$ cat src/rtl/seg7_scroller_if.sv
// Digit push strobe and display-side status between counter and scroller.
// The master drives digits; the slave owns the display outputs.
interface seg7_scroller_if;
    logic [3:0] digit_in;
    logic       digit_valid;
    logic [6:0] segments;
    logic       dp;
    logic       busy;
    logic [2:0] level;
    logic       overflow;

    modport master (
        output digit_in, digit_valid,
        input  segments, dp, busy, level, overflow
    );

    modport slave (
        input  digit_in, digit_valid,
        output segments, dp, busy, level, overflow
    );
endinterface

$ cat src/rtl/seg7_scroller.sv
// Buffers digit updates in a 4-deep FIFO and shows each one on a
// single 7-segment display for DWELL cycles followed by BLANK cycles.
module seg7_scroller #(
    parameter logic [23:0] DWELL = 24'd2_500_000,
    parameter logic [23:0] BLANK = 24'd250_000
) (
    input  logic           clk,
    input  logic           rst_n,
    seg7_scroller_if.slave bus
);
    typedef enum logic [1:0] {IDLE, SHOW, GAP} state_t;

    state_t      r_state;
    state_t      w_state_nx;
    logic [3:0]  r_fifo [4];
    logic [1:0]  r_head;
    logic [1:0]  r_tail;
    logic [1:0]  w_head_nx;
    logic [2:0]  r_level;
    logic [2:0]  w_level_nx;
    logic [23:0] r_timer;
    logic [6:0]  r_seg;
    logic [6:0]  w_seg_nx;
    logic        r_dp;
    logic        w_dp_nx;
    logic        r_ovf;
    logic        w_pop;
    logic        w_push;
    logic        w_dwell_end;
    logic        w_blank_end;
    logic [3:0]  w_show_digit;

    function automatic logic [6:0] decode(input logic [3:0] d);
        case (d)
            4'd0:    decode = 7'h3F;
            4'd1:    decode = 7'h06;
            4'd2:    decode = 7'h5B;
            4'd3:    decode = 7'h4F;
            4'd4:    decode = 7'h66;
            4'd5:    decode = 7'h6D;
            4'd6:    decode = 7'h7D;
            4'd7:    decode = 7'h07;
            4'd8:    decode = 7'h7F;
            4'd9:    decode = 7'h6F;
            default: decode = 7'h40;
        endcase
    endfunction

    assign w_dwell_end = (r_state == SHOW) && (r_timer == DWELL - 24'd1);
    assign w_blank_end = (r_state == GAP) && (r_timer == BLANK - 24'd1);
    assign w_pop       = w_blank_end;
    assign w_push      = bus.digit_valid && ((r_level != 3'd4) || w_pop);
    assign w_level_nx  = r_level - {2'b00, w_pop} + {2'b00, w_push};
    assign w_head_nx   = r_head + 2'd1;

    // Popping the last entry while a push lands: the new head is the
    // slot being written this edge, so take the digit straight from input.
    always_comb begin
        w_show_digit = r_fifo[r_head];
        if (w_pop) begin
            w_show_digit = (r_level == 3'd1) ? bus.digit_in : r_fifo[w_head_nx];
        end
    end

    always_ff @(posedge clk) begin
        if (!rst_n) begin
            r_state <= IDLE;
            r_timer <= '0;
        end else begin
            r_state <= w_state_nx;
            if (w_state_nx != r_state || r_state == IDLE) begin
                r_timer <= '0;
            end else begin
                r_timer <= r_timer + 24'd1;
            end
        end
    end

    always_comb begin
        w_state_nx = r_state;
        case (r_state)
            IDLE:    if (r_level != 3'd0) w_state_nx = SHOW;
            SHOW:    if (w_dwell_end) w_state_nx = GAP;
            GAP:     if (w_blank_end) w_state_nx = (w_level_nx != 3'd0) ? SHOW : IDLE;
            default: w_state_nx = IDLE;
        endcase
    end

    always_comb begin
        w_seg_nx = '0;
        w_dp_nx  = 1'b0;
        if (w_state_nx == SHOW) begin
            w_seg_nx = decode(w_show_digit);
            w_dp_nx  = (w_level_nx == 3'd1);
        end
    end

    always_ff @(posedge clk) begin
        if (!rst_n) begin
            for (int i = 0; i < 4; i++) r_fifo[i] <= '0;
            r_head  <= '0;
            r_tail  <= '0;
            r_level <= '0;
            r_ovf   <= 1'b0;
            r_seg   <= '0;
            r_dp    <= 1'b0;
        end else begin
            if (w_push) begin
                r_fifo[r_tail] <= bus.digit_in;
                r_tail         <= r_tail + 2'd1;
            end
            if (w_pop) r_head <= w_head_nx;
            if (bus.digit_valid && !w_push) r_ovf <= 1'b1;
            r_level <= w_level_nx;
            r_seg   <= w_seg_nx;
            r_dp    <= w_dp_nx;
        end
    end

    assign bus.segments = r_seg;
    assign bus.dp       = r_dp;
    assign bus.busy     = (r_state != IDLE);
    assign bus.level    = r_level;
    assign bus.overflow = r_ovf;
endmodule
$ cat src/flat_wrapper.sv
// flat-port wrapper written by rule: the top's interface ports become plain ports
module seg7_scroller_flat 
#(
    parameter logic [23:0] DWELL = 24'd2_500_000,
    parameter logic [23:0] BLANK = 24'd250_000
)
  (clk, rst_n, bus_digit_in, bus_digit_valid, bus_segments, bus_dp, bus_busy, bus_level, bus_overflow);
  seg7_scroller_if bus_i ();
  input  logic clk;
  input  logic rst_n;
  input wire logic [$bits(bus_i.digit_in)-1:0] bus_digit_in;
  input wire logic [$bits(bus_i.digit_valid)-1:0] bus_digit_valid;
  output wire logic [$bits(bus_i.segments)-1:0] bus_segments;
  output wire logic [$bits(bus_i.dp)-1:0] bus_dp;
  output wire logic [$bits(bus_i.busy)-1:0] bus_busy;
  output wire logic [$bits(bus_i.level)-1:0] bus_level;
  output wire logic [$bits(bus_i.overflow)-1:0] bus_overflow;
  assign bus_i.digit_in = bus_digit_in;
  assign bus_i.digit_valid = bus_digit_valid;
  assign bus_segments = bus_i.segments;
  assign bus_dp = bus_i.dp;
  assign bus_busy = bus_i.busy;
  assign bus_level = bus_i.level;
  assign bus_overflow = bus_i.overflow;
  seg7_scroller #(.DWELL(DWELL), .BLANK(BLANK)) u_core (.clk(clk), .rst_n(rst_n), .bus(bus_i));
endmodule
$ cat config.mk
export PLATFORM = sky130hd
export DESIGN_NAME = seg7_scroller_flat
export DESIGN_NICKNAME = d
export VERILOG_FILES = /design/src/rtl/seg7_scroller_if.sv /design/src/rtl/seg7_scroller.sv /design/src/flat_wrapper.sv
export SDC_FILE = /design/constraint.sdc
export NUM_CORES = 1
export LEC_CHECK = 0
export ABC_AREA = 0
export CAP_MARGIN = 20
export CORE_UTILIZATION = 55
export DETAILED_ROUTE_END_ITERATION = 10
export HOLD_SLACK_MARGIN = 0.12
export PLACE_DENSITY_LB_ADDON = 0.08
export REMOVE_ABC_BUFFERS = 1
export SETUP_SLACK_MARGIN = 0.2
export SLEW_MARGIN = 25
export SYNTH_ARGS = -nofsm -noshare
export SYNTH_HDL_FRONTEND = slang
export SYNTH_SLANG_ARGS = --single-unit
export TNS_END_PERCENT = 1
$ cat constraint.sdc
create_clock -name clk -period 6.7 [get_ports clk]
set_input_delay 1.34 -clock clk [delete_from_list [all_inputs] [get_ports clk]]
set_output_delay 1.34 -clock clk [all_outputs]
set_load 0.02 [all_outputs]
==> key figures <==
Timing
  • Period Utilization, post-route: 0.551
  • RSZ-0062 raised after global routing: no
  • Min Tclk post-route: 3.69 ns
  • F_max: approximately 270 MHz
  • Slew headroom: 0.353
  • Clock skew: roughly 0.011 ns
  • Setup violations, final: 0
  • Final Hold Viols: 0
  • Post-route setup slack: about 3.0 ns
  • Final Max Slew Viols: 0
  • Post-Route Setup TNS: 0 ns
  • Least-Margin Pin Slew: slightly below 1 ns

Synth
  • #FFs+latches synth: 60
  • Count of different cell masters after synthesis: 59
  • Avg Cell Area, Syn: between 10 and 15 µm²
  • Sequential-to-total area share from yosys stat: 0.442
  • Synthesized instance count: 289
  • Post-synth ARST share: 0
  • EDFF count, synth: 16
  • Synthesis Warnings: 0
  • Post-synthesis cell area: approximately 3100 µm²
  • Top FF cell, synth: dfxtp_1

Power and ir drop
  • Clock share of power: 0.358
  • Switch share: 0.271
  • Leak pwr: approximately 1.3 nW
  • Comb power frac: 0.216
  • Cell Int Power: 0.742 mW
  • Part of the power in registers: 0.426
  • Peak supply drop: around 200 µV
  • Switching power: roughly 0.28 mW
  • PD cells: roughly 290 nW/µm²

GRT
  • Initial antenna violation count: 0
  • Met2 usage: 0.324
  • Met1 GRT Util: 0.284
  • Grt ovf: 0
  • Global Route met3 Usage: 0.0571
  • GR peak layer: met2
  • Tot GR Track Use: 0.212
  • Vias in the first global route: about 2100
  • First-pass GRT wire length: 9.70 mm
  • Largest net degree at the start of global routing: 25

Floorplan
  • Initial Utilization: 0.587
  • FP Rows: 26
  • Die W: about 77 µm
  • Vert. Die Dim: between 70 and 80 µm
  • Core area: 5240 µm²
  • I/O pin count: 20
  • Total Die Area: 5900 µm²

Hold path
  • Sink of the worst hold path: u_core.r_timer[0]$_SDFF_PP0_
  • Hold WC Path Type: flip-flop to flip-flop
  • Hold_sp: u_core.r_timer[0]$_SDFF_PP0_
  • Hold Path Stages: 1

Route
  • DRT antenna net count: 0
  • Vias: 2124
  • Drt drc: 0
  • Drt initial violations: roughly 130
  • Vias per Instance: ~5.5
  • WL/cell: roughly 14 µm
  • Final wirelength: around 5.5 mm
  • First drt pass iteration count: 4

Job
  • Max-cap violation count: 0

Finish
  • FILL cells: 430
  • Area grow syn2layout: 15.3%
  • Diodes inserted: 0
  • Multi-input logic area: ~1600 µm²
  • Register Area: ~1400 µm²
  • Final net count: roughly 330
  • Layout cells sized above 1: 0.147

Place
  • DP Worst Slack: 2.71 ns
  • Port Buffer Count: 19
  • Routability cong.: roughly 0.81
  • Post-DP HPWL: between 3 and 4 mm

Setup path
  • Reg2Reg Depth: 16
  • Startpoint Class: flip-flop
  • Critical path class: flip-flop to flip-flop
  • Capturing point of the worst reg2reg path: u_core.bus.segments[4]$_SDFF_PN0_
  • CP endpoint kind: flip-flop
  • Crit path DAT: about 4 ns
  • Req. time, crit path: 6.94 ns
  • CP max FO: 10
  • R2r setup slk: 3.01 ns
  • Reg-to-reg startpoint: u_core.r_timer[0]$_SDFF_PP0_

Clocking
  • Max clock buf depth: 2
  • CTS tree: built
  • Post-CTS sizing: 0
  • Clock Root Buffer: clkbuf_8
  • # H-tree levels: 3
  • CTS Buf Count: 9
  • Worst-path clk slew: roughly 0.060 ns
  • Hold-fix buffers at CTS: 0
  • Clock Latency Late Sink: approximately 0.33 ns
  • CTS Sinks: 60
  • Post CTS Setup Buffer Count: 0

Outcome
  • Status: finished clean
Yosys cell counts, types with 2 or more instances:
master / instances / area, µm²
nor2b_1: 4 / 25.0
and2_1: 15 / 93.8
ha_1: 9 / 113
edfxtp_1: 16 / 480
nor4_2: 2 / 25.0
and3_2: 2 / 15.0
mux2_2: 2 / 22.5
xnor2_1: 13 / 114
dfxtp_1: 44 / 881
a21oi_1: 6 / 30.0
o21a_1: 5 / 37.5
nand4_1: 5 / 31.3
nor3b_1: 2 / 15.0
xor2_1: 13 / 114
nand2_1: 15 / 56.3
nor4_4: 2 / 42.5
nand3_1: 8 / 40.0
o21ai_0: 4 / 20.0
and3_1: 5 / 31.3
a21o_1: 2 / 15.0
nand2b_1: 2 / 12.5
mux2i_1: 3 / 30.0
buf_4: 2 / 15.0
nor4b_4: 2 / 47.6
o22ai_1: 2 / 12.5
inv_1: 16 / 60.1
nor2_1: 41 / 154
o21ai_1: 2 / 10.0
and4_1: 3 / 26.3
mux4_2: 7 / 158
nor3_1: 5 / 25.0
a31oi_1: 3 / 18.8
critical path, stage by stage (launching register included):
cell      delay [ns]
dfxtp_1         0.35
ha_1            0.20
and3_2          0.23
nand3_2         0.18
or2_1           0.42
inv_8           0.14
ha_1            0.23
inv_1           0.05
ha_1            0.13
inv_1           0.05
fa_1            0.36
xor3_2          0.25
nor3_1          0.05
o32a_1          0.33
a211oi_4        0.31
inv_2           0.10
a311oi_1        0.20
placed cells by master (no fill, tap or decap), drive strengths merged, types with 2 or more instances in the layout:
cell type	instances
inv	18
nor4b	2
nor4	5
a31oi	3
bufinv	2
edfxtp	16
nor2	41
and2	15
xor2	13
nor3	5
xnor2	13
and3	7
nor2b	4
mux2i	3
nand3	9
dfxtp	44
a21o	2
a21oi	6
mux4	8
o21ai	7
or2	2
o22ai	2
clkbuf	12
o21a	5
nand4	6
nand2	15
nor3b	3
nand2b	2
ha	9
mux2	3
clkdlybuf4s50	19
and4	4
registers in the layout, summed over array words and instances, names as in the netlist, named ones only:
register / flops
u_core.r_timer: 24
u_core.r_fifo: 16
u_core.bus.segments: 7
u_core.bus.level: 3
u_core.r_head: 2
u_core.r_state: 2
u_core.r_tail: 2
u_core.bus.dp: 1
u_core.bus.overflow: 1
area by class of cell:
type | count | share of cell area
repair buffers | 19 | 0.0536
clock inverters | 4 | 0.0205
clock buffers | 12 | 0.0437
inverters | 18 | 0.0212
multi-input cells | 206 | 0.453
flip-flops and latches | 60 | 0.384
well taps | 70 | 0.0247
power groups by stage:
stage / Sequential, mW / Clock [mW] / Combinational [mW]
3_3_place_gp: 0.439 / 0 / 0.215
6_report: 0.433 / 0.365 / 0.220
4_1_cts: 0.433 / 0.373 / 0.219
3_5_place_dp: 0.441 / 0 / 0.218
5_1_grt: 0.438 / 0.387 / 0.240
2_1_floorplan: 0.458 / 0 / 0.125
how the worst max path moves through the flow:
stage / start / end / slack [ns] / cells after the start
after floorplan: u_core.r_timer[0]$_SDFF_PP0_ / u_core.bus.segments[4]$_SDFF_PN0_ / 3.38 / 16
after global placement: bus_digit_valid / u_core.bus.segments[4]$_SDFF_PN0_ / 2.75 / 11
after detailed placement: bus_digit_valid / u_core.bus.segments[4]$_SDFF_PN0_ / 2.71 / 11
after CTS: u_core.r_timer[0]$_SDFF_PP0_ / u_core.bus.segments[4]$_SDFF_PN0_ / 3.01 / 16
after global routing: u_core.r_timer[0]$_SDFF_PP0_ / u_core.bus.segments[4]$_SDFF_PN0_ / 2.76 / 16
final: u_core.r_timer[0]$_SDFF_PP0_ / u_core.bus.segments[4]$_SDFF_PN0_ / 3.01 / 16
metal layers:
layer,up-vias,part of all wire
li1,1067,-
met1,1008,0.50
met2,41,0.44
met3,8,0.041
met4,0,0.014
met5,-,0
metrics by stage:
stage	utilization	cell area [µm²]	hold slack [ns]	std cells	power (mW)
detailed placement	0.634	3320	0.441	373	0.659
global placement	0.634	3320	0.434	373	0.654
CTS	0.677	3550	0.450	389	1.03
global route	0.677	3550	0.469	389	1.06
finish	0.677	3550	0.449	389	1.02
floorplan	-	3040	0.418	284	0.583
cell families after synthesis:
family                     share of synthesized area
adders and majority gates                     0.0431
xor gates and xnor gates                      0.0821
DFF                                            0.442
AOI/OAI and AO/OA                             0.0765
and+or+nand+nor                                0.239
muxes                                         0.0813
buffers and inverters                         0.0358
No activity file was read; power rests on OpenSTA's default activity.
